## src/rtl/datapath_core_pkg.sv

```systemverilog
// Shared definitions for the single-bus datapath.
//   WIDTH     : data width of every register and the bus
//   bus_sel_e : bus source after priority encoding of the out-strobes
//   alu_op_e  : ALU operation after priority encoding of the op strobes
package datapath_core_pkg;

  localparam int WIDTH = 32;

  typedef enum logic [2:0] {
    BUS_NONE,
    BUS_PC,
    BUS_Z,
    BUS_MDR,
    BUS_R1,
    BUS_R2,
    BUS_R3,
    BUS_R4
  } bus_sel_e;

  typedef enum logic [1:0] {
    ALU_ADD,
    ALU_INC,
    ALU_NEG
  } alu_op_e;

endpackage

```

## src/rtl/datapath_core_reg32.sv

```systemverilog
// Load-enabled register with asynchronous active-low clear.
//   clock : rising-edge clock
//   clear : async active-low clear to 0
//   ld    : load d on the next rising edge, otherwise hold
//   d / q : data in / registered data out
module reg32
  import datapath_core_pkg::*;
#(
  parameter int W = WIDTH
) (
  input  logic         clock,
  input  logic         clear,
  input  logic         ld,
  input  logic [W-1:0] d,
  output logic [W-1:0] q
);

  logic [W-1:0] q_q, q_d;

  always_comb q_d = ld ? d : q_q;

  always_ff @(posedge clock or negedge clear) begin
    if (!clear) q_q <= '0;
    else        q_q <= q_d;
  end

  assign q = q_q;

endmodule

```

## src/rtl/datapath_core.sv

```systemverilog
// 32-bit single-bus CPU datapath: R1-R4, PC, IR, MAR, MDR, Y, Zlow, a
// priority bus mux and a small ALU (A = Y, B = bus).
//   clock, clear        : rising-edge clock, async active-low clear
//   *in strobes         : load the named register (MDR via its input mux,
//                         Zlow from the ALU, the rest from the bus)
//   *out strobes        : drive the named register onto the bus
//   MD_read             : MDR input mux, 1 = Mdatain, 0 = bus
//   IncPC, NEGATE       : ALU op select (default is Y + bus)
//   Mdatain             : memory read data
//   BusMuxOut           : current bus value
//   PC_q..R4_q          : register contents for observation / addressing
module datapath_core
  import datapath_core_pkg::*;
#(
  parameter int W = WIDTH
) (
  input  logic         clock,
  input  logic         clear,
  input  logic         R1in, R2in, R3in, R4in,
  input  logic         R1out, R2out, R3out, R4out,
  input  logic         PCin,
  input  logic         PCout,
  input  logic         IRin,
  input  logic         MARin,
  input  logic         MDRin,
  input  logic         MDRout,
  input  logic         MD_read,
  input  logic         Yin,
  input  logic         Zlowin,
  input  logic         Zlowout,
  input  logic         IncPC,
  input  logic         NEGATE,
  input  logic [W-1:0] Mdatain,
  output logic [W-1:0] BusMuxOut,
  output logic [W-1:0] PC_q,
  output logic [W-1:0] IR_q,
  output logic [W-1:0] MAR_q,
  output logic [W-1:0] Z_q,
  output logic [W-1:0] R1_q,
  output logic [W-1:0] R2_q,
  output logic [W-1:0] R3_q,
  output logic [W-1:0] R4_q
);

  logic [W-1:0] mdr_q, y_q;
  logic [W-1:0] mdr_d, alu_res;
  bus_sel_e     bus_sel;
  alu_op_e      alu_op;

  // Bus source priority; only out-strobes and register outputs feed the
  // bus, so no in-strobe can reach BusMuxOut combinationally.
  always_comb begin
    bus_sel = BUS_NONE;
    if      (PCout)   bus_sel = BUS_PC;
    else if (Zlowout) bus_sel = BUS_Z;
    else if (MDRout)  bus_sel = BUS_MDR;
    else if (R1out)   bus_sel = BUS_R1;
    else if (R2out)   bus_sel = BUS_R2;
    else if (R3out)   bus_sel = BUS_R3;
    else if (R4out)   bus_sel = BUS_R4;
  end

  always_comb begin
    BusMuxOut = '0;
    unique case (bus_sel)
      BUS_PC:  BusMuxOut = PC_q;
      BUS_Z:   BusMuxOut = Z_q;
      BUS_MDR: BusMuxOut = mdr_q;
      BUS_R1:  BusMuxOut = R1_q;
      BUS_R2:  BusMuxOut = R2_q;
      BUS_R3:  BusMuxOut = R3_q;
      BUS_R4:  BusMuxOut = R4_q;
      default: BusMuxOut = '0;
    endcase
  end

  always_comb begin
    alu_op = ALU_ADD;
    if      (IncPC)  alu_op = ALU_INC;
    else if (NEGATE) alu_op = ALU_NEG;
  end

  // Wraps modulo 2^W; negating 0 gives 0 naturally.
  always_comb begin
    alu_res = y_q + BusMuxOut;
    unique case (alu_op)
      ALU_INC: alu_res = BusMuxOut + W'(1);
      ALU_NEG: alu_res = (~BusMuxOut) + W'(1);
      default: alu_res = y_q + BusMuxOut;
    endcase
  end

  assign mdr_d = MD_read ? Mdatain : BusMuxOut;

  reg32 #(.W(W)) u_r1  (.clock(clock), .clear(clear), .ld(R1in),   .d(BusMuxOut), .q(R1_q));
  reg32 #(.W(W)) u_r2  (.clock(clock), .clear(clear), .ld(R2in),   .d(BusMuxOut), .q(R2_q));
  reg32 #(.W(W)) u_r3  (.clock(clock), .clear(clear), .ld(R3in),   .d(BusMuxOut), .q(R3_q));
  reg32 #(.W(W)) u_r4  (.clock(clock), .clear(clear), .ld(R4in),   .d(BusMuxOut), .q(R4_q));
  reg32 #(.W(W)) u_pc  (.clock(clock), .clear(clear), .ld(PCin),   .d(BusMuxOut), .q(PC_q));
  reg32 #(.W(W)) u_ir  (.clock(clock), .clear(clear), .ld(IRin),   .d(BusMuxOut), .q(IR_q));
  reg32 #(.W(W)) u_mar (.clock(clock), .clear(clear), .ld(MARin),  .d(BusMuxOut), .q(MAR_q));
  reg32 #(.W(W)) u_mdr (.clock(clock), .clear(clear), .ld(MDRin),  .d(mdr_d),     .q(mdr_q));
  reg32 #(.W(W)) u_y   (.clock(clock), .clear(clear), .ld(Yin),    .d(BusMuxOut), .q(y_q));
  reg32 #(.W(W)) u_z   (.clock(clock), .clear(clear), .ld(Zlowin), .d(alu_res),   .q(Z_q));

endmodule

```

## config.mk

```make
export PLATFORM = sky130hd
export DESIGN_NAME = datapath_core
export DESIGN_NICKNAME = d
export VERILOG_FILES = /design/src/rtl/datapath_core_pkg.sv /design/src/rtl/datapath_core_reg32.sv /design/src/rtl/datapath_core.sv
export SDC_FILE = /design/constraint.sdc
export NUM_CORES = 1
export LEC_CHECK = 0
export CORE_MARGIN = 1.5
export CORE_UTILIZATION = 33
export CTS_CLUSTER_SIZE = 30
export DETAILED_ROUTE_END_ITERATION = 6
export PLACE_DENSITY = 0.67
export SYNTH_ARGS = -nofsm -noshare
export SYNTH_HDL_FRONTEND = slang
export SYNTH_SLANG_ARGS = --single-unit
```

## constraint.sdc

```tcl
create_clock -name clock -period 10.9 [get_ports clock]
set_clock_uncertainty 0.2 [all_clocks]
set_input_delay 2.18 -clock clock [delete_from_list [all_inputs] [get_ports clock]]
set_output_delay 2.18 -clock clock [all_outputs]
set_load 0.05 [all_outputs]
```

# Word level (Yosys, flattened, before mapping)
# Cells that the tools add are included.
[totals]
reg_bits = 320
inputBits = 54
output_inout_bits = 288
elab_cells = 35
[classes]
add_sub_neg = 3
n_eq_ne = 9
n_mux = 12
bitwise_logic = 1
[op_table]
columns = ["cell", "n"]
rows = [
  ["32-bit case mux with 7 select lines", 1],
  ["32-bit by 1-bit adder with 32-bit output (second input constant)", 2],
  ["32-bit case mux with 2 select lines", 1],
  ["32-bit adder", 1],
  ["32-bit two-way mux", 1],
  ["32-bit inverter", 1],
  ["3-bit two-way mux", 7],
  ["3-bit equality test (second input constant)", 4],
  ["3-bit by 2-bit equality test with 1-bit output (second input constant)", 2],
  ["2-bit two-way mux", 2],
  ["3-bit by 1-bit equality test with 1-bit output (second input constant)", 1],
  ["2-bit by 1-bit equality test with 1-bit output (second input constant)", 1],
  ["2-bit equality test (second input constant)", 1],
]

# Logic depth before layout (Yosys ltp)
[logic_depth]
word_depth = 12
ltp_mapped = 22
ltp_nobuf = 18

# By module
# From an unflattened synthesis, not the netlist that was laid out.
[unflattened]
cells_unflattened = 1496
area_unflattened_um2 = 19331.0
[by_module_without_submodules]
columns = ["module", "n_inst", "cells_per_inst", "area_each_um2", "seq_area_each_um2"]
rows = [
  ["reg32", 10, 68, 1345.0, 800.8],
  ["datapath_core", 1, 816, 5880.6, 0.0],
]

# Worst setup path before layout
# Ideal clock, no wire load.
[synth_path]
path_kind = "input port to output port"
start = "input PCout"
end = "output BusMuxOut[31]"
arrival_time_ns = 4.574
t_required_ns = 8.520
path_slack_ns = 3.946
cell_stages = 11
n_path_buf = 7
path_cell_list = "buf_2 -> buf_2 -> buf_2 -> buf_4 -> buf_2 -> buf_2 -> o21ai_0 -> a221o_1 -> a221oi_1 -> clkbuf_1 -> inv_1"
[synth_via]
elab_chain_cells = 3
word_cells_on_any_way = 9
cone_classes = "7 x eq/ne; 2 x mux"
[synth_rtl]
columns = ["element", "line_no", "source"]
rows = [
  ["from (decl)", "datapath_core.sv:22", "input logic PCout,"],
  ["3-bit two-way mux (*)", "datapath_core.sv:54", "if (PCout) bus_sel = BUS_PC;"],
  ["3-bit equality test, or another cell as far along", "datapath_core.sv:65", "unique case (bus_sel)"],
  ["32-bit case mux with 7 select lines (*)", "datapath_core.sv:65", ""],
  ["to (decl)", "datapath_core.sv:34", "output logic [W-1:0] BusMuxOut,"],
]
# Mark *: on every way between the ends. The rest lies on a longest branch, timed or not.

# Worst setup path after layout
[layout_path]
start = "input MDRout"
end = "output BusMuxOut[30]"
[layout_via]
elab_chain_cells = 5
word_cells_on_any_way = 11
cone_classes = "7 x eq/ne; 4 x mux"
[layout_rtl]
columns = ["element", "line_no", "source"]
rows = [
  ["from (decl)", "datapath_core.sv:26", "input logic MDRout,"],
  ["3-bit two-way mux (*)", "datapath_core.sv:56", "else if (MDRout) bus_sel = BUS_MDR;"],
  ["3-bit two-way mux (*)", "datapath_core.sv:55", "else if (Zlowout) bus_sel = BUS_Z;"],
  ["3-bit two-way mux (*)", "datapath_core.sv:54", ""],
  ["3-bit equality test, or another cell as far along", "datapath_core.sv:65", ""],
  ["32-bit case mux with 7 select lines (*)", "datapath_core.sv:65", ""],
]
# Marks and branches as above.

==> metrics.md <==
| Metric | Value |
|---|---|
| Leakage | `0.00908 uW` |
| Total GRT Usage | `26.9%` |
| Routed WL | `72100 um` |
| Largest net degree at the start of global routing | `156` |
| Slew Viols, Final | `0` |
| Least-Margin Pin Slew | `1320 ps` |
| Drc violations | `0` |
| Fin Setup TNS | `0 ps` |
| Hpwl dp | `52400 um` |
| Area post-placement | `0.0211 sq mm` |
| Wire per inst | `25.1 um` |
| Ant. Diodes | `0` |
| I/O pin cnt | `342` |
| Skew-Pair Late Insertion Delay | `550 ps` |
| Sequential share of the synthesized area | `46.9%` |
| Hold crit path type | `reg2reg` |
| Clock transition at path regs | `60 ps` |
| CP required | `8520 ps` |
| Initial antenna violation count | `1` |
| Area contributors post-synth | `dfrtp_1 (47%), a21oi_1 (9.2%), nor2_1 (7.2%)` |
| Post-route ant nets | `0` |
| Final Instance Area | `0.0224 sq mm` |
| Setup Crit Path Kind | `in2out` |
| Status | `complete, no violations` |
| Compound-cell area share of the yosys netlist | `23.9%` |
| Dominant synthesized flop cell | `dfrtp_1` |
| Max-Cap Viols | `0` |
| Setup repair bufs after CTS | `0` |
| Die area | `0.0531 sq mm` |
| Avg Inst Size Synth | `9.02 sq um` |
| Core area | `0.0512 sq mm` |
| Port bufs | `341` |
| Cell with the most instances after synthesis | `nor2_1` |
| Peak supply drop | `129 uV` |
| Crit-path max FO | `12` |
| Final period utilization | `79.6%` |
| Inserted Clock Buffers | `37` |
| Setup-failing EPs final | `0` |
| Main combinational cell family by area after synthesis | `compound AO/OA/AOI/OAI gates` |
| Vias in the first global route | `16007` |
| Cell taking the most area after synthesis | `dfrtp_1` |
| # clock sinks | `320` |
| Crit path time final | `8680 ps` |
| Nets | `2251` |
| Via/cell ratio | `5.79` |
| Number of synthesized flops with an enable pin | `0` |
| GRT overflow | `0` |
| Synth Area in Simple Gates | `16.6%` |
| Resize count post-CTS | `0` |
| Maximum operating frequency | `115 MHz` |
| Via Count | `16620` |
| RSZ-0062 raised after global routing | `no` |
| Syn Inst Count | `1893` |
| Async SR Flop Fraction | `100%` |
| Unique masters post-synth | `105` |
| Worst EP arrival | `6300 ps` |
| PwrDens | `240 mW/mm^2` |
| Crit. End Element | `output port` |
| GPL Wtd Cong | `0.933` |
| Initial Utilization | `33.3%` |
| DR iter-0 viols | `1917` |
| DRT Pass-1 Iters | `6` |
| Adder-cell share of the synthesized area | `2.39%` |
| Syn Nets | `1979` |
| Layout overhead on the synthesized area | `31.0%` |
| Post-synthesis cell area | `0.0171 sq mm` |
| Post-synthesis register bit count | `320` |
| Ratio of cells with drive above 1 in the final layout | `10.5%` |
| Die W | `230 um` |
| Final hold vios | `0` |
| Max Buffers Root-to-Sink | `3` |
| Hold buffers post-CTS | `0` |
| Synth Area in XOR/XNOR | `1.95%` |
| # rows | `83` |
| Die height | `230 um` |
| Clock tree root driver cell | `clkbuf_16` |
| First-pass GRT wire length | `107000 um` |
| TritonCTS clock tree | `yes` |
| Multiplexer share of the synthesized area | `3.17%` |
| Top-area cell type share of the netlist area | `46.9%` |
| Crit start category | `input pin` |
| CTS H-tree depth | `2` |
| Yosys warnings | `0` |
| Slew HR | `11.7%` |
| Post-synth top cells | `nor2_1 (329), dfrtp_1 (320), a21oi_1 (314)` |
## cell type report
cell class                 count  area [sq um]
clock buffer                  47          1060
tap                          680           851
multi-input combinational   1357          8240
fill                        4921         28800
sequential                   320          8010
clock inverter                17           221
inverter                      58           218
timing repair buffer         391          3760
## per-layer routing
metal,wire [um],track usage (%)
met1,28900,34.9
met2,33900,44.2
met3,6500,5.77
met4,2790,9.84
met5,0,0
## per-stage QoR
stage	utilization (%)	hold slack (ps)	setup WS (ps)	power, uW	cells
final	43.7	303	2220	5370	2870
after global routing	43.7	319	2040	5580	2870
after CTS	43.6	301	1770	5390	2869
after detailed placement	41.1	287	1760	4040	2805
after global placement	41.1	283	1840	4020	2805
after floorplan	-	272	3950	3130	1893
## path summary, 6_finish.rpt
check / start / to / slack, ps / cells after the start
max: MDRout / BusMuxOut[30] / 2220 / 8
min: u_mdr.q[13]$_DFFE_PN0P_ / u_mdr.q[13]$_DFFE_PN0P_ / 300 / 1
max reg2reg: u_pc.q[5]$_DFFE_PN0P_ / u_z.q[26]$_DFFE_PN0P_ / 6110 / 15
min reg2reg: u_mdr.q[13]$_DFFE_PN0P_ / u_mdr.q[13]$_DFFE_PN0P_ / 300 / 1
max in group asynchronous: clear / u_r1.q[23]$_DFFE_PN0P_ / 6610 / 3
min in group asynchronous: clear / u_r3.q[8]$_DFFE_PN0P_ / 1440 / 1
## worst max-delay path: stages
cell             delay [ps]
clkdlybuf4s50_1         690
nor3_2                  520
nand3b_1                610
nor2_1                  880
a221oi_1                200
buf_4                   230
inv_1                   120
clkdlybuf4s50_1         840
## flip-flops by register name, summed over array words and instances, names as in the netlist
register / cells
u_pc.q: 32
u_r1.q: 32
u_mdr.q: 32
u_z.q: 32
u_r3.q: 32
u_r4.q: 32
u_mar.q: 32
u_y.q: 32
u_ir.q: 32
u_r2.q: 32
## power by group
group	leakage [uW]	total (uW)	switching (uW)	internal [uW]
combinational	0.00478	2360	1590	777
clock	0.000639	1330	525	804
sequential	0.00365	1680	257	1420
total	0.00908	5370	2370	3000
## cell families (layout without fill, tap and decap cells)
group,after synthesis,after routing
AOI/OAI and AO/OA,632,632
and+or+nand+nor,606,606
DFF,320,320
buffers and inverters,216,513
muxes,49,49
xor gates and xnor gates,38,38
adders and majority gates,32,32
## cells in the final DEF (no fill, tap or decap), types with 11 or more instances in the layout
| master | synthesis | routed |
|---|---|---|
| clkbuf_16 | 0 | 39 |
| buf_2 | 17 | 11 |
| nor3_1 | 15 | 14 |
| nor2_1 | 329 | 328 |
| clkdlybuf4s50_1 | 0 | 329 |
| o21ai_0 | 91 | 91 |
| a22oi_1 | 13 | 13 |
| a21o_1 | 19 | 19 |
| a21oi_1 | 314 | 314 |
| inv_1 | 51 | 51 |
| nand4_1 | 11 | 11 |
| nand2_1 | 91 | 91 |
| xnor2_1 | 25 | 25 |
| mux2_2 | 39 | 39 |
| and3_1 | 12 | 12 |
| ha_1 | 31 | 31 |
| buf_4 | 4 | 48 |
| nor3b_1 | 12 | 11 |
| xor2_1 | 13 | 13 |
| a222oi_1 | 13 | 13 |
| nor2b_1 | 16 | 16 |
| nand3_1 | 52 | 52 |
| dfrtp_1 | 320 | 320 |
No activity file was read; power rests on OpenSTA's default activity.
